===== src/rtl/alu_seq_pkg.sv =====
// Shared types for alu_seq: operation codes, flag bit positions and the
// sequencer state encoding.
package alu_seq_pkg;

    // Codes 0-7 match the legacy 3-bit ALU decode; 8-15 are the extensions.
    typedef enum logic [3:0] {
        CTRL_ADD = 4'd0,
        CTRL_SUB = 4'd1,
        CTRL_RLC = 4'd2,
        CTRL_RRC = 4'd3,
        CTRL_AND = 4'd4,
        CTRL_OR  = 4'd5,
        CTRL_XOR = 4'd6,
        CTRL_NOT = 4'd7,
        CTRL_ADC = 4'd8,
        CTRL_SBB = 4'd9,
        CTRL_RAL = 4'd10,
        CTRL_RAR = 4'd11,
        CTRL_CMP = 4'd12,
        CTRL_INC = 4'd13,
        CTRL_DEC = 4'd14,
        CTRL_MUL = 4'd15
    } ctrl_e;

    // Bit positions inside the 5-bit {S,Z,AC,P,CY} flag register.
    localparam int FLAG_S  = 4;
    localparam int FLAG_Z  = 3;
    localparam int FLAG_AC = 2;
    localparam int FLAG_P  = 1;
    localparam int FLAG_CY = 0;

    // IDLE accepts work; BUSY means a multiply is iterating.
    typedef enum logic {
        ST_IDLE = 1'b0,
        ST_BUSY = 1'b1
    } state_e;

endpackage


===== src/rtl/alu_seq_mul.sv =====
// Iterative shift-add multiplier: one multiplier bit per cycle, WIDTH cycles.
// done is asserted combinationally during the final iteration, and product
// then carries the value the accumulator is about to take, so the parent can
// register the result on the same edge the last iteration completes.
module alu_seq_mul
    import alu_seq_pkg::*;
#(
    parameter int WIDTH = 8
) (
    input  logic                 clk,
    input  logic                 rst,
    input  logic                 start,
    input  logic [WIDTH-1:0]     a,
    input  logic [WIDTH-1:0]     b,
    output logic                 done,
    output logic [2*WIDTH-1:0]   product
);

    localparam int CW = $clog2(WIDTH + 1);

    logic [2*WIDTH-1:0] mcand_q, mcand_d;
    logic [2*WIDTH-1:0] acc_q, acc_d;
    logic [2*WIDTH-1:0] acc_next;
    logic [WIDTH-1:0]   mplier_q, mplier_d;
    logic [CW-1:0]      cnt_q, cnt_d;
    logic               busy_q, busy_d;

    // One shift-add step; load operands on start.
    always_comb begin
        mcand_d  = mcand_q;
        acc_d    = acc_q;
        mplier_d = mplier_q;
        cnt_d    = cnt_q;
        busy_d   = busy_q;

        acc_next = acc_q + (mplier_q[0] ? mcand_q : '0);
        done     = busy_q && (cnt_q == CW'(WIDTH - 1));
        product  = acc_next;

        if (start) begin
            mcand_d  = {{WIDTH{1'b0}}, a};
            acc_d    = '0;
            mplier_d = b;
            cnt_d    = '0;
            busy_d   = 1'b1;
        end else if (busy_q) begin
            acc_d    = acc_next;
            mcand_d  = mcand_q << 1;
            mplier_d = mplier_q >> 1;
            cnt_d    = cnt_q + CW'(1);
            if (done) begin
                busy_d = 1'b0;
            end
        end
    end

    // Iteration registers; reset aborts any multiply in flight.
    always_ff @(posedge clk) begin
        if (rst) begin
            mcand_q  <= '0;
            acc_q    <= '0;
            mplier_q <= '0;
            cnt_q    <= '0;
            busy_q   <= 1'b0;
        end else begin
            mcand_q  <= mcand_d;
            acc_q    <= acc_d;
            mplier_q <= mplier_d;
            cnt_q    <= cnt_d;
            busy_q   <= busy_d;
        end
    end

endmodule


===== src/rtl/alu_seq.sv =====
// Registered 8085-style ALU with flag register and optional iterative MUL.
// Handshake: an operation is taken on a rising edge where in_valid && in_ready;
// in_ready is high only in IDLE, and out_valid is a one-cycle pulse with no
// backpressure. Operands, ctrl and the carry-in (current CY) are all sampled
// on the accepting edge.
module alu_seq
    import alu_seq_pkg::*;
#(
    parameter int WIDTH  = 8,
    parameter bit MUL_EN = 1'b1
) (
    input  logic             clk,
    input  logic             rst,
    input  logic             in_valid,
    output logic             in_ready,
    input  logic [WIDTH-1:0] op1,
    input  logic [WIDTH-1:0] op2,
    input  logic [3:0]       ctrl,
    output logic [WIDTH-1:0] out,
    output logic [WIDTH-1:0] out_hi,
    output logic             out_valid,
    output logic [4:0]       flags,
    output logic             dbg_state
);

    localparam logic [WIDTH-1:0] ONE = WIDTH'(1);

    state_e           state_q, state_d;
    logic [WIDTH-1:0] out_q, out_d;
    logic [WIDTH-1:0] out_hi_q, out_hi_d;
    logic             out_valid_q, out_valid_d;
    logic [4:0]       flags_q, flags_d;

    ctrl_e            op;
    logic             is_mul;
    logic             mul_start;
    logic             mul_done;
    logic [2*WIDTH-1:0] mul_product;
    logic [WIDTH-1:0] mul_lo, mul_hi;
    logic [4:0]       mul_flags;

    logic             c_in;
    logic [WIDTH:0]   add_full, sub_full;
    logic [4:0]       add_nib, sub_nib;
    logic [WIDTH-1:0] alu_res;
    logic [WIDTH-1:0] szp_src;
    logic             upd_szp;
    logic [4:0]       alu_flags;

    assign op        = ctrl_e'(ctrl);
    assign is_mul    = MUL_EN && (op == CTRL_MUL);
    assign in_ready  = (state_q == ST_IDLE);
    assign mul_start = in_valid && in_ready && is_mul;

    assign out       = out_q;
    assign out_hi    = out_hi_q;
    assign out_valid = out_valid_q;
    assign flags     = flags_q;
    assign dbg_state = state_q;

    generate
        if (MUL_EN) begin : g_mul
            alu_seq_mul #(.WIDTH(WIDTH)) u_mul (
                .clk     (clk),
                .rst     (rst),
                .start   (mul_start),
                .a       (op1),
                .b       (op2),
                .done    (mul_done),
                .product (mul_product)
            );
        end else begin : g_no_mul
            assign mul_done    = 1'b0;
            assign mul_product = '0;
        end
    endgenerate

    // Flags produced by a finishing multiply.
    always_comb begin
        mul_lo             = mul_product[WIDTH-1:0];
        mul_hi             = mul_product[2*WIDTH-1:WIDTH];
        mul_flags          = '0;
        mul_flags[FLAG_S]  = mul_lo[WIDTH-1];
        mul_flags[FLAG_Z]  = (mul_lo == '0);
        mul_flags[FLAG_AC] = 1'b0;
        mul_flags[FLAG_P]  = ~^mul_lo;
        mul_flags[FLAG_CY] = |mul_hi;
    end

    // Single-cycle datapath and flag logic for every non-MUL operation.
    always_comb begin
        c_in      = ((op == CTRL_ADC) || (op == CTRL_SBB)) ? flags_q[FLAG_CY] : 1'b0;
        add_full  = {1'b0, op1} + {1'b0, op2} + {{WIDTH{1'b0}}, c_in};
        add_nib   = {1'b0, op1[3:0]} + {1'b0, op2[3:0]} + {4'b0000, c_in};
        sub_full  = {1'b0, op1} - {1'b0, op2} - {{WIDTH{1'b0}}, c_in};
        sub_nib   = {1'b0, op1[3:0]} - {1'b0, op2[3:0]} - {4'b0000, c_in};
        alu_res   = op1;
        alu_flags = flags_q;
        upd_szp   = 1'b0;

        case (op)
            CTRL_ADD, CTRL_ADC: begin
                alu_res            = add_full[WIDTH-1:0];
                alu_flags[FLAG_CY] = add_full[WIDTH];
                alu_flags[FLAG_AC] = add_nib[4];
                upd_szp            = 1'b1;
            end
            CTRL_SUB, CTRL_SBB, CTRL_CMP: begin
                // CMP leaves op1 on the output but flags follow the difference.
                alu_res            = (op == CTRL_CMP) ? op1 : sub_full[WIDTH-1:0];
                alu_flags[FLAG_CY] = sub_full[WIDTH];
                alu_flags[FLAG_AC] = sub_nib[4];
                upd_szp            = 1'b1;
            end
            CTRL_RLC: begin
                alu_res            = {op1[WIDTH-2:0], op1[WIDTH-1]};
                alu_flags[FLAG_CY] = op1[WIDTH-1];
            end
            CTRL_RRC: begin
                alu_res            = {op1[0], op1[WIDTH-1:1]};
                alu_flags[FLAG_CY] = op1[0];
            end
            CTRL_RAL: begin
                alu_res            = {op1[WIDTH-2:0], flags_q[FLAG_CY]};
                alu_flags[FLAG_CY] = op1[WIDTH-1];
            end
            CTRL_RAR: begin
                alu_res            = {flags_q[FLAG_CY], op1[WIDTH-1:1]};
                alu_flags[FLAG_CY] = op1[0];
            end
            CTRL_AND: begin
                alu_res            = op1 & op2;
                alu_flags[FLAG_CY] = 1'b0;
                alu_flags[FLAG_AC] = 1'b1;
                upd_szp            = 1'b1;
            end
            CTRL_OR: begin
                alu_res            = op1 | op2;
                alu_flags[FLAG_CY] = 1'b0;
                alu_flags[FLAG_AC] = 1'b0;
                upd_szp            = 1'b1;
            end
            CTRL_XOR: begin
                alu_res            = op1 ^ op2;
                alu_flags[FLAG_CY] = 1'b0;
                alu_flags[FLAG_AC] = 1'b0;
                upd_szp            = 1'b1;
            end
            CTRL_INC: begin
                alu_res            = op1 + ONE;
                alu_flags[FLAG_AC] = &op1[3:0];
                upd_szp            = 1'b1;
            end
            CTRL_DEC: begin
                alu_res            = op1 - ONE;
                alu_flags[FLAG_AC] = ~|op1[3:0];
                upd_szp            = 1'b1;
            end
            // NOT, and MUL when the multiplier is not built.
            default: begin
                alu_res = ~op1;
            end
        endcase

        szp_src = (op == CTRL_CMP) ? sub_full[WIDTH-1:0] : alu_res;
        if (upd_szp) begin
            alu_flags[FLAG_S] = szp_src[WIDTH-1];
            alu_flags[FLAG_Z] = (szp_src == '0);
            alu_flags[FLAG_P] = ~^szp_src;
        end
    end

    // Sequencer: next state and result/flag register updates.
    always_comb begin
        state_d     = state_q;
        out_d       = out_q;
        out_hi_d    = out_hi_q;
        flags_d     = flags_q;
        out_valid_d = 1'b0;

        case (state_q)
            ST_IDLE: begin
                if (in_valid) begin
                    if (is_mul) begin
                        state_d = ST_BUSY;
                    end else begin
                        out_d       = alu_res;
                        out_hi_d    = '0;
                        flags_d     = alu_flags;
                        out_valid_d = 1'b1;
                    end
                end
            end
            ST_BUSY: begin
                if (mul_done) begin
                    state_d     = ST_IDLE;
                    out_d       = mul_lo;
                    out_hi_d    = mul_hi;
                    flags_d     = mul_flags;
                    out_valid_d = 1'b1;
                end
            end
            default: begin
                state_d = ST_IDLE;
            end
        endcase
    end

    // Architectural registers with synchronous reset.
    always_ff @(posedge clk) begin
        if (rst) begin
            state_q     <= ST_IDLE;
            out_q       <= '0;
            out_hi_q    <= '0;
            out_valid_q <= 1'b0;
            flags_q     <= '0;
        end else begin
            state_q     <= state_d;
            out_q       <= out_d;
            out_hi_q    <= out_hi_d;
            out_valid_q <= out_valid_d;
            flags_q     <= flags_d;
        end
    end

endmodule


===== config.mk =====
export PLATFORM = sky130hd
export DESIGN_NAME = alu_seq
export DESIGN_NICKNAME = d
export VERILOG_FILES = /design/src/rtl/alu_seq_pkg.sv /design/src/rtl/alu_seq_mul.sv /design/src/rtl/alu_seq.sv
export SDC_FILE = /design/constraint.sdc
export NUM_CORES = 1
export LEC_CHECK = 0
export ABC_AREA = 1
export CORE_MARGIN = 3
export CORE_UTILIZATION = 40
export DETAILED_ROUTE_END_ITERATION = 7
export GPL_TIMING_DRIVEN = 0
export SETUP_SLACK_MARGIN = 0.5
export SKIP_LAST_GASP = 1
export SYNTH_ARGS = -nofsm -noshare
export SYNTH_HDL_FRONTEND = slang
export SYNTH_SLANG_ARGS = --single-unit

===== constraint.sdc =====
create_clock -name clk -period 8.7 [get_ports clk]
set_input_delay 2.61 -clock clk [delete_from_list [all_inputs] [get_ports clk]]
set_output_delay 2.61 -clock clk [all_outputs]
set_load 0.02 [all_outputs]

==> run metrics <==
status=complete, no violations; Logic pwr share=26.2%; dpl cell area=6860 um^2; Remaining Overflow, GRT=0; Power Dens Cells=130 nW/um^2; Final setup viols=0; Hold Path Origin=out_hi[2]; final worst slack=2270 ps; Final nets=1155; clock buffer depth=2; Synth-to-Final Area Change=15.9%; crit start category=primary input; max_cap viols=0; first-pass GRT wire length=31.3 mm; row cnt=44; Root Driver=clkbuf_16; GPL Wtd Cong=0.984; top post-synthesis cells by area=dfxtp_1 22%, nand2_1 19%, ha_1 12%; top_reg_cell synth=dfxtp_1; total length of routed wires=19.7 mm; footprint of the multi-input gates=4060 um^2; clock share of power=38.5%; CP Capture Type=register; WL/cell=15.7 um; slew margin rel.=47.2%; commonest non-fill, non-tap cell in the layout=nand2_1; RR Startpoint=flags[0]; H-tree depth=3; Simple-Gate Fraction of Synth Area=35.4%; Max Fanout on Critical Path=7; Final Util=48.2%; Worst Path Arrival=6700 ps; Synth cell types=40; Resized cells post-CTS=0; Final Skew=11.1 ps; Yosys warning count=0; Worst-path clk slew=60 ps; worst setup path category=in2reg; Hold WC Path Type=reg2reg; period utilization=73.9%; final count of hold timing violations=0; Required @ worst endpoint=8970 ps; post-synth net total=1098; Initial DRT Pass Iterations=5; sequential share of power=35.2%; switching power=0.309 mW; GR Util All Layers=23.7%; Initial Util=41.6%; Synth Area in Compound Gates=13.9%; xor/xnor share of the synthesized area=2.27%; Internal=0.617 mW; CORE AREA=14800 um^2; I/O Buffers=46; post-synth top area share=22.1%; Register Area=1360 um^2; Num CTS Buffers=9; Worst Setup SP=ctrl[2]; Tmin final=6430 ps; Gate Count Post-Synth=1009; detailed router's first-iteration violation count=556; unrepaired setup endpoints after global routing=no; die width=130 um; Via Count=6477; # fillers=1606; worst-skew pair later-pin latency=340 ps; Adder-Cell Fraction of Synth Area=14.1%; Fmax=0.156 GHz; Die Span Y=130 um; Lkg Pwr=3.67 nW; Net Sw Frac=33.4%; largest family of logic cells by synthesized area=simple AND/OR/NAND/NOR gates; Via density=5.16; VDD IR max=0.0000923 V; initial antenna violation count=0; Post-DP HPWL=15.7 mm; post-synthesis sequential area ratio=22.1%; mux cell area share after synthesis=0.183%; design area=7140 um^2; CTS tree=done; Synth async-reset ratio=0%; largest net degree at the start of global routing=13; residual DRC count=0; clk sink count=68; FF+latch count, synth=68; Die ar.=16900 um^2; Worst Max-Slew Pin Slew=793 ps; diode count=0; Mapped Area=6160 um^2; most frequent cells in the layout=313 x nand2_1, 164 x inv_1, 77 x nor2_1, 68 x dfxtp_1, 62 x nand3_1; vias in the first global route=5823; Final ANT Viol Nets=0; pre-CTS WS=2040 ps; setup bufs post-CTS=0; post-synth top area cell=dfxtp_1; hold_buf cts=0; Setup TNS Final=0 ps; Syn Area/Cell=6.11 um^2; Final Max Tran Viols=0; Post-synth EDFFs=0; layout cells sized above 1=4.39%; num ports=47
==> per-stage QoR <==
stage / total power [mW] / instances / hold slack (ps)
final: 0.926 / 1255 / 463
after global routing: 0.973 / 1255 / 484
after CTS: 0.926 / 1255 / 464
after detailed placement: 0.572 / 1239 / 455
after global placement: 0.571 / 1239 / 449
after floorplan: 0.489 / 1009 / 440
==> cell type report <==
| cell class | instances | area share, % |
|---|---|---|
| buffer | 22 | 1.28 |
| clock buffer | 11 | 3.54 |
| clock inverter | 5 | 0.508 |
| inverter | 173 | 9.09 |
| multi-input combinational | 746 | 56.9 |
| sequential | 68 | 19.1 |
| tap | 184 | 3.22 |
| timing repair buffer | 46 | 6.44 |
==> power by group through the flow <==
stage | combinational [mW] | sequential (mW) | clock [mW]
after floorplan | 0.150 | 0.340 | 0
after global placement | 0.239 | 0.333 | 0
after detailed placement | 0.239 | 0.333 | 0
after CTS | 0.240 | 0.326 | 0.360
after global routing | 0.272 | 0.327 | 0.374
final | 0.243 | 0.326 | 0.357
==> cell usage after synthesis, types with 9 or more instances <==
| cell type | instances |
|---|---|
| nor2_1 | 77 |
| a21oi_1 | 61 |
| dfxtp_1 | 68 |
| nand3_1 | 62 |
| nand2_1 | 313 |
| nor3_1 | 12 |
| inv_1 | 164 |
| ha_1 | 60 |
| o211ai_1 | 16 |
| o22ai_1 | 9 |
| nand4_1 | 19 |
| clkbuf_1 | 13 |
| o21ai_0 | 41 |
| a31oi_1 | 12 |
==> final timing paths <==
path | endpoint | slack (ps) | cells after the start
setup / recovery | flags[1] | 2270 | 18
hold / removal | out_hi[2] | 460 | 2
setup reg to reg | flags[1] | 4830 | 16
hold reg to reg | out_hi[2] | 460 | 2
==> critical path, cell delays in order <==
cell,delay (ps)
clkdlybuf4s50_1,550
inv_2,210
nand2_1,90
nor3_1,330
inv_1,100
fa_1,470
fa_1,460
o21ai_0,190
nand2_1,140
xor2_1,180
or2_2,290
nand4_1,130
a31oi_1,110
ha_1,320
xor2_1,150
a21oi_1,120
o21ai_0,90
a31oi_1,150
==> flip-flops by register name (all words and copies together) (netlist names) <==
signal / count
g_mul.u_mul.mcand_q: 16
g_mul.u_mul.cnt_q: 4
g_mul.u_mul.busy_q: 1
g_mul.u_mul.acc_q: 16
out: 8
g_mul.u_mul.mplier_q: 8
out_hi: 8
out_valid: 1
flags: 5
dbg_state: 1
==> per-layer routing <==
metal | up-vias | part of all wire [%] | GRT usage (%)
li1 | 3358 | - | -
met1 | 2922 | 52 | 37.2
met2 | 181 | 41 | 33.6
met3 | 16 | 6.6 | 4.34
met4 | 0 | 1.2 | 4.52
met5 | - | 0 | 0
==> cell families after synthesis <==
logic type      after synthesis
simple gates                513
buf+inv                     195
compound gates              150
flops                        68
fa+ha+maj                    66
xor+xnor                     16
mux                           1
Power figures use the tool's default switching activity.
